<file path="config.mk">
export PLATFORM = sky130hd
export DESIGN_NAME = mem_lsu
export DESIGN_NICKNAME = d
export VERILOG_FILES = /design/src/rtl/types_pkg.sv /design/src/rtl/mem_lsu_load_align.sv /design/src/rtl/mem_lsu.sv
export SDC_FILE = /design/constraint.sdc
export NUM_CORES = 1
export LEC_CHECK = 0
export CAP_MARGIN = 15
export CORE_UTILIZATION = 49
export CTS_CLUSTER_SIZE = 30
export DETAILED_ROUTE_END_ITERATION = 7
export GPL_TIMING_DRIVEN = 0
export MAX_ROUTING_LAYER = met4
export PLACE_DENSITY = 0.86
export RECOVER_POWER = 50
export SYNTH_ARGS = -nofsm -noshare
export SYNTH_HDL_FRONTEND = slang
export SYNTH_SLANG_ARGS = --single-unit
</file>
<file path="constraint.sdc">
create_clock -name clk -period 6.75 [get_ports clk]
set_input_delay 1.35 -clock clk [delete_from_list [all_inputs] [get_ports clk]]
set_output_delay 1.35 -clock clk [all_outputs]
set_load 0.02 [all_outputs]
</file>
<file path="src/rtl/types_pkg.sv">
// Shared pipeline types for the MINA2000 core: operand encodings and LSU state.
package types;

  typedef logic [4:0] regaddr_t;

  typedef enum logic [1:0] {
    MEM_OP_NONE  = 2'd0,
    MEM_OP_LOAD  = 2'd1,
    MEM_OP_STORE = 2'd2
  } mem_op_e;

  typedef enum logic [1:0] {
    MEM_SIZE_BYTE = 2'd0,
    MEM_SIZE_HALF = 2'd1,
    MEM_SIZE_WORD = 2'd2
  } mem_size_e;

  typedef enum logic [1:0] {
    LSU_IDLE = 2'd0,
    LSU_REQ  = 2'd1,
    LSU_RSP  = 2'd2
  } lsu_state_e;

  function automatic logic is_misaligned(mem_size_e size, logic [1:0] off);
    case (size)
      MEM_SIZE_HALF: return off[0];
      MEM_SIZE_WORD: return off != 2'b00;
      default:       return 1'b0;
    endcase
  endfunction

endpackage

</file>
<file path="src/rtl/mem_lsu_load_align.sv">
// Extracts the addressed byte/half/word from a bus read word and extends it.
module load_align
  import types::*;
(
  input  logic [31:0] rdata,
  input  logic [1:0]  off,
  input  mem_size_e   size,
  input  logic        sgn,
  output logic [31:0] result
);

  logic [31:0] shifted;

  always_comb begin
    shifted = rdata >> {off, 3'b000};
    case (size)
      MEM_SIZE_BYTE: result = {{24{sgn & shifted[7]}}, shifted[7:0]};
      MEM_SIZE_HALF: result = {{16{sgn & shifted[15]}}, shifted[15:0]};
      default:       result = shifted;
    endcase
  end

endmodule

</file>
<file path="src/rtl/mem_lsu.sv">
// MEM-stage load/store unit: one bus transaction per load/store, stalls the
// pipeline until the response arrives and returns extended load data.
//
// state    | meaning
// LSU_IDLE | no transaction; a new op issues straight from the EX/MEM inputs
// LSU_REQ  | request pending on the bus, not yet accepted
// LSU_RSP  | request accepted, waiting for the completion pulse
module mem_lsu
  import types::*;
(
  input  logic        clk,
  input  logic        rst_n,
  input  mem_op_e     mem_op,
  input  mem_size_e   mem_size,
  input  logic        mem_signed,
  input  logic [31:0] addr,
  input  logic [31:0] store_data,
  input  regaddr_t    rd_addr,
  output logic        bus_req_valid,
  input  logic        bus_req_ready,
  output logic        bus_req_write,
  output logic [31:0] bus_req_addr,
  output logic [31:0] bus_req_wdata,
  output logic [3:0]  bus_req_be,
  input  logic        bus_rsp_valid,
  input  logic [31:0] bus_rsp_rdata,
  output logic        mem_stall,
  output logic        misaligned,
  output logic        load_valid,
  output logic [31:0] load_data,
  output regaddr_t    load_rd_addr
);

  lsu_state_e  state, state_nxt;
  logic        active;
  logic [3:0]  in_be;
  logic [31:0] in_wdata;

  mem_op_e     lat_op;
  mem_size_e   lat_size;
  logic        lat_signed;
  logic [1:0]  lat_off;
  logic [29:0] lat_waddr;
  regaddr_t    lat_rd;
  logic [3:0]  lat_be;
  logic [31:0] lat_wdata;
  logic [31:0] aligned;

  assign misaligned = (mem_op != MEM_OP_NONE) && is_misaligned(mem_size, addr[1:0]);
  assign active     = (mem_op != MEM_OP_NONE) && !misaligned;

  always_comb begin
    case (mem_size)
      MEM_SIZE_BYTE: begin
        in_be    = 4'b0001 << addr[1:0];
        in_wdata = {4{store_data[7:0]}};
      end
      MEM_SIZE_HALF: begin
        in_be    = 4'b0011 << {addr[1], 1'b0};
        in_wdata = {2{store_data[15:0]}};
      end
      default: begin
        in_be    = 4'b1111;
        in_wdata = store_data;
      end
    endcase
  end

  always_ff @(posedge clk or negedge rst_n) begin
    if (!rst_n) state <= LSU_IDLE;
    else        state <= state_nxt;
  end

  always_comb begin
    state_nxt = state;
    case (state)
      LSU_IDLE: if (active) state_nxt = bus_req_ready ? LSU_RSP : LSU_REQ;
      LSU_REQ:  if (bus_req_ready) state_nxt = LSU_RSP;
      LSU_RSP:  if (bus_rsp_valid) state_nxt = LSU_IDLE;
      default:  state_nxt = LSU_IDLE;
    endcase
  end

  always_comb begin
    bus_req_valid = 1'b0;
    mem_stall     = 1'b0;
    bus_req_write = lat_op == MEM_OP_STORE;
    bus_req_addr  = {lat_waddr, 2'b00};
    bus_req_wdata = lat_wdata;
    bus_req_be    = lat_be;
    case (state)
      LSU_IDLE: begin
        bus_req_valid = active;
        mem_stall     = active;
        bus_req_write = mem_op == MEM_OP_STORE;
        bus_req_addr  = {addr[31:2], 2'b00};
        bus_req_wdata = in_wdata;
        bus_req_be    = in_be;
      end
      LSU_REQ: begin
        bus_req_valid = 1'b1;
        mem_stall     = 1'b1;
      end
      LSU_RSP: mem_stall = !bus_rsp_valid;
      default: ;
    endcase
    // Nothing may leave the LSU while reset is held, whatever the inputs say.
    if (!rst_n) begin
      bus_req_valid = 1'b0;
      mem_stall     = 1'b0;
    end
  end

  always_ff @(posedge clk or negedge rst_n) begin
    if (!rst_n) begin
      lat_op     <= MEM_OP_NONE;
      lat_size   <= MEM_SIZE_BYTE;
      lat_signed <= 1'b0;
      lat_off    <= 2'b00;
      lat_waddr  <= '0;
      lat_rd     <= '0;
      lat_be     <= '0;
      lat_wdata  <= '0;
    end else if (state == LSU_IDLE && active) begin
      lat_op     <= mem_op;
      lat_size   <= mem_size;
      lat_signed <= mem_signed;
      lat_off    <= addr[1:0];
      lat_waddr  <= addr[31:2];
      lat_rd     <= rd_addr;
      lat_be     <= in_be;
      lat_wdata  <= in_wdata;
    end
  end

  load_align u_load_align (
    .rdata  (bus_rsp_rdata),
    .off    (lat_off),
    .size   (lat_size),
    .sgn    (lat_signed),
    .result (aligned)
  );

  always_ff @(posedge clk or negedge rst_n) begin
    if (!rst_n) begin
      load_valid   <= 1'b0;
      load_data    <= '0;
      load_rd_addr <= '0;
    end else begin
      load_valid <= 1'b0;
      if (state == LSU_RSP && bus_rsp_valid && lat_op == MEM_OP_LOAD) begin
        load_valid   <= 1'b1;
        load_data    <= aligned;
        load_rd_addr <= lat_rd;
      end
    end
  end

endmodule

</file>
# Word-level counts from Yosys, hierarchy flattened
# Index checks and enable logic that the tools add are counted.
[totals]
register_bits = 118
inputBits = 110
output_inout_bits = 110
elab_cells = 59
[classes]
n_eq_ne = 11
shifts = 3
muxes = 18
bitwise = 2
n_reduce_logical = 13
[op_table]
columns = ["op", "count"]
rows = [
  ["case mux 32 bit (2 select lines)", 2],
  ["2-to-1 mux 32 bit", 2],
  [">> shifter 32 x 5 -> 32 bit", 1],
  ["equality test 2 x 1 -> 1 bit, second input constant", 4],
  ["equality test 2 bit, second input constant", 4],
  ["2-to-1 mux 2 bit", 4],
  ["case mux 4 bit (2 select lines)", 1],
  ["zero test 2 bit", 3],
  ["!= test 2 bit, second input constant", 3],
  ["case mux 2 bit (3 select lines)", 1],
  ["logical AND 1 bit", 5],
  ["2-to-1 mux 1 bit", 4],
  ["2-to-1 mux 4 bit", 1],
  ["case mux 1 bit (2 select lines)", 2],
  ["nonzero test 2 bit", 2],
  ["<< shifter 1 x 2 -> 4 bit, first input constant", 1],
  ["<< shifter 2 x 2 -> 4 bit, first input constant", 1],
  ["case mux 1 bit (3 select lines)", 1],
  ["AND reduction 3 bit", 1],
  ["AND 1 bit", 2],
  ["zero test 1 bit", 2],
]

# Depth between registers and ports, before layout
[depth]
word_depth = 7
ltp_mapped = 9

# Modules after synthesis
# From an unflattened synthesis, not the netlist that was laid out.
[hier_totals]
cells_unflattened = 571
area_unflattened_um2 = 6536.3
[by_module_without_submodules]
columns = ["mod", "instances", "cells_each", "area_each_um2", "seq_area_each_um2"]
rows = [
  ["mem_lsu", 1, 465, 5728.0, 2952.8],
  ["load_align", 1, 106, 808.3, 0.0],
]

# Worst setup path after synthesis
# OpenSTA, ideal clock, no wires.
[synth_timing]
path_kind = "in2out"
start = "in mem_size[1]"
end = "out bus_req_wdata[28]"
t_arrival_ns = 3.180
required_ns = 5.400
setup_slack_ns = 2.220
path_stages = 7
path_buffers = 2
cell_sequence = "clkbuf_1 inv_1 ha_1 nor2_1 clkbuf_1 a221oi_1 a21oi_1"
[synth_between]
elab_chain_cells = 3
[synth_rtl]
columns = ["item", "line", "source"]
rows = [
  ["start: declaration", "mem_lsu.sv:14", "input mem_size_e mem_size,"],
  ["equality test 2 x 1 -> 1 bit / zero test 2 bit (equally long branches)", "mem_lsu.sv:53", "case (mem_size)"],
  ["case mux 32 bit (2 select lines) *", "mem_lsu.sv:53", ""],
  ["2-to-1 mux 32 bit *", "mem_lsu.sv:91", "case (state)"],
  ["end: declaration", "mem_lsu.sv:23", "output logic [31:0] bus_req_wdata,"],
]
# Every way passes the cells marked *; elsewhere a longest branch is shown, timed or not.

# Final worst setup path
# Ends and elaborated chain as after synthesis.

==> results by group <==
Status
  • Status: finished, violations left
  • Violated checks: capacitance limit, slew limit

Worst setup path
  • Slowest Stage Delay on Critical Path: 0.63 ns
  • CP endpoint kind: output port
  • Critical path arrival: 4.88 ns
  • Critical path class: in -> out
  • Startpoint Class: input port
  • CP max FO: 10
  • CP max stage cell: clkdlybuf4s50_1
  • Cells along the critical path: clkdlybuf4s50_1, clkbuf_1, inv_1, ha_1, nor2_1, clkbuf_1, a221oi_1, a21oi_1, clkdlybuf4s50_1
  • CP required: 5.40 ns

Placed design
  • IO buf count: 217
  • HPWL after DPL: 14,000 um
  • Placed cell count: 955
  • GP Congestion: 0.945
  • Dpl ws: 0.561 ns

Final layout
  • Layout fillers: 820
  • Antenna fix cells: 0
  • Post-Layout Cell Count: 987
  • Nets@finish: 919
  • Share of cells above drive strength 1: 0.179
  • Area Growth Syn to Fin: 49.3%

Clocking
  • Post-CTS Hold Buffers: 0
  • CTS tree: yes
  • TritonCTS Buffers: 17
  • Clk_lat worst skew: 0.42 ns
  • Clock Pin Slew Worst Setup and Hold Paths: 0.05 ns
  • H-tree depth: 4
  • CTS Buffer Depth: 2
  • Clock sinks: 118
  • Clock root buffer: clkbuf_16
  • PostCTS Resize Cnt: 0
  • Setup repair bufs after CTS: 0

Yosys
  • Yosys reg bits: 118
  • Cell with the most instances after synthesis: dfrtp_1
  • Seq/Total Area, Yosys: 0.476
  • Ys async rst share: 1.00
  • Synthesized area per cell: 10.9 sq um
  • Syn Inst Count: 568
  • Post-Syn Area: 6200 sq um
  • Top-area cell type share of the netlist area: 0.476
  • Cell taking the most area after synthesis: dfrtp_1
  • Post-synth EDFFs: 0
  • Top post-synthesis cells by count: dfrtp_1, mux2_2, a21oi_1
  • Yosys cell types: 42
  • Ys flop type: dfrtp_1
  • Top cells by area, synth: dfrtp_1, mux2_2, mux2i_1
  • YS warnings: 0

Route
  • Detailed Routing Iterations Pass 1: 5
  • Drt drc: 0
  • Via count: 5,493
  • Antenna Nets Post-Route: 0
  • Avg Vias per Cell: 5.57
  • Routed length per instance: 19.4 um
  • Starting DRT DRC Count: 332
  • Total wire length: 19,100 um

Floorplan
  • Starting Density: 0.510
  • Die width: 115 um
  • Num ports: 220
  • Core area: 12,200 sq um
  • Standard-cell row count: 40
  • Die area: 13,100 sq um
  • DIE HEIGHT: 115 um

Timing
  • Final Cycle Share: 0.923
  • Slack of the critical path: 0.522 ns
  • Fmax: 161 MHz
  • Fin Hold WS: 0.469 ns
  • Measured slew at the worst slew-check pin: 2.43 ns
  • Setup-failing EPs final: 0
  • Rel. slew slack: -0.621
  • Clk_skew: 0.00496 ns
  • Setup TNS: 0 ns
  • Slew Limit Fails: 44
  • Crit path time final: 6.23 ns
  • Fin. Hold Viols: 0
  • Unrepaired setup endpoints after global routing: false

GRT
  • First-pass GRT wire length: 30,000 um
  • Vias in the first global route: 5,791
  • Largest net degree at the start of global routing: 78
  • GRT Util Overall: 0.314
  • Global route overflow: 0
  • Initial antenna violation count: 0

Pwr
  • Leak Pwr: 0.00408 uW
  • Peak VDD IR: 0.000251 V
  • Cell Pwr Density: 425 nW/um^2

Flow run
  • Max cap viols: 1

Min path
  • HP Class: reg -> reg
sequential cells by signal (all words and copies together) (netlist names):
| name | count |
|---|---|
| lat_wdata | 32 |
| load_data | 32 |
| lat_waddr | 30 |
| lat_rd | 5 |
| load_rd_addr | 5 |
| lat_be | 4 |
| lat_off | 2 |
| lat_op | 2 |
| lat_size | 2 |
| state | 2 |
| lat_signed | 1 |
| load_valid | 1 |
logic make-up after synthesis:
kind of cell               Yosys count  synth area share
muxes                              146             0.257
AOI/OAI and AO/OA                  116             0.123
adders and majority gates            3           0.00605
and+or+nand+nor                    112            0.0857
buffers and inverters               72            0.0520
other                                1          0.000605
DFF                                118             0.476
cell usage in the layout, fill, tap and decap left out, drive strengths merged, types with 3 or more instances in the layout:
| cell | count |
|---|---|
| ha | 3 |
| dlygate4sd3 | 34 |
| nand2 | 24 |
| o21ai | 11 |
| nand3 | 4 |
| nor3b | 4 |
| and2 | 15 |
| nor2b | 10 |
| a211oi | 8 |
| buf | 21 |
| mux2 | 96 |
| a21oi | 57 |
| nand2b | 5 |
| mux2i | 49 |
| nor2 | 45 |
| clkdlybuf4s50 | 182 |
| o22a | 16 |
| dfrtp | 118 |
| clkbuf | 44 |
| a22o | 8 |
| a221oi | 7 |
| inv | 32 |
| a21bo | 3 |
| bufinv | 5 |
worst paths after layout:
check	startpoint	endpoint	slack, ns	cells after the start
setup / recovery	mem_size[1]	bus_req_wdata[28]	0.52	9
hold / removal	lat_rd[4]	load_rd_addr[4]	0.47	2
setup reg to reg	state[0]	load_data[2]	4.39	6
hold reg to reg	lat_rd[4]	load_rd_addr[4]	0.47	2
max in group asynchronous	rst_n	lat_signed	3.68	1
min in group asynchronous	rst_n	load_data[20]	1.67	1
layout make-up:
| cell class | count | area, sq um | share of cell area |
|---|---|---|---|
| Inverter | 33 | 125 | 0.0135 |
| Timing Repair Buffer | 218 | 2190 | 0.237 |
| Buffer | 39 | 190 | 0.0205 |
| Clock inverter | 8 | 168 | 0.0181 |
| Clock buffer | 24 | 492 | 0.0531 |
| Tap cell | 168 | 210 | 0.0227 |
| Multi-Input combinational cell | 379 | 2930 | 0.316 |
| Sequential cell | 118 | 2950 | 0.319 |
critical path, delay by kind of cell:
kind | cells | cell delay [ns]
compound gates | 2 | 0.40
fa+ha+maj | 1 | 0.28
buf+inv | 5 | 2.34
simple gates | 1 | 0.50
layer usage:
layer / up-vias / wire, um / GRT usage
met3: 40 / 1510 / 0.0810
met4: 0 / 476 / 0.130
met5: - / 0 / -
met2: 247 / 9780 / 0.535
li1: 2464 / - / -
met1: 2742 / 7370 / 0.351
through the flow:
stage / instance area [sq um] / power, uW / util
2_1_floorplan: 6210 / 2160 / -
3_3_place_gp: 8590 / 2900 / 0.706
3_5_place_dp: 8620 / 2970 / 0.709
4_1_cts: 9280 / 3990 / 0.763
5_1_grt: 9260 / 4130 / 0.761
6_report: 9260 / 3940 / 0.761
where the power goes:
part,total [uW],leakage (uW),internal (uW),switching [uW]
Sequential,1150,0.00140,995,160
Clock,1010,0.000320,693,314
Combinational,1780,0.00236,866,910
Power figures use the tool's default switching activity.
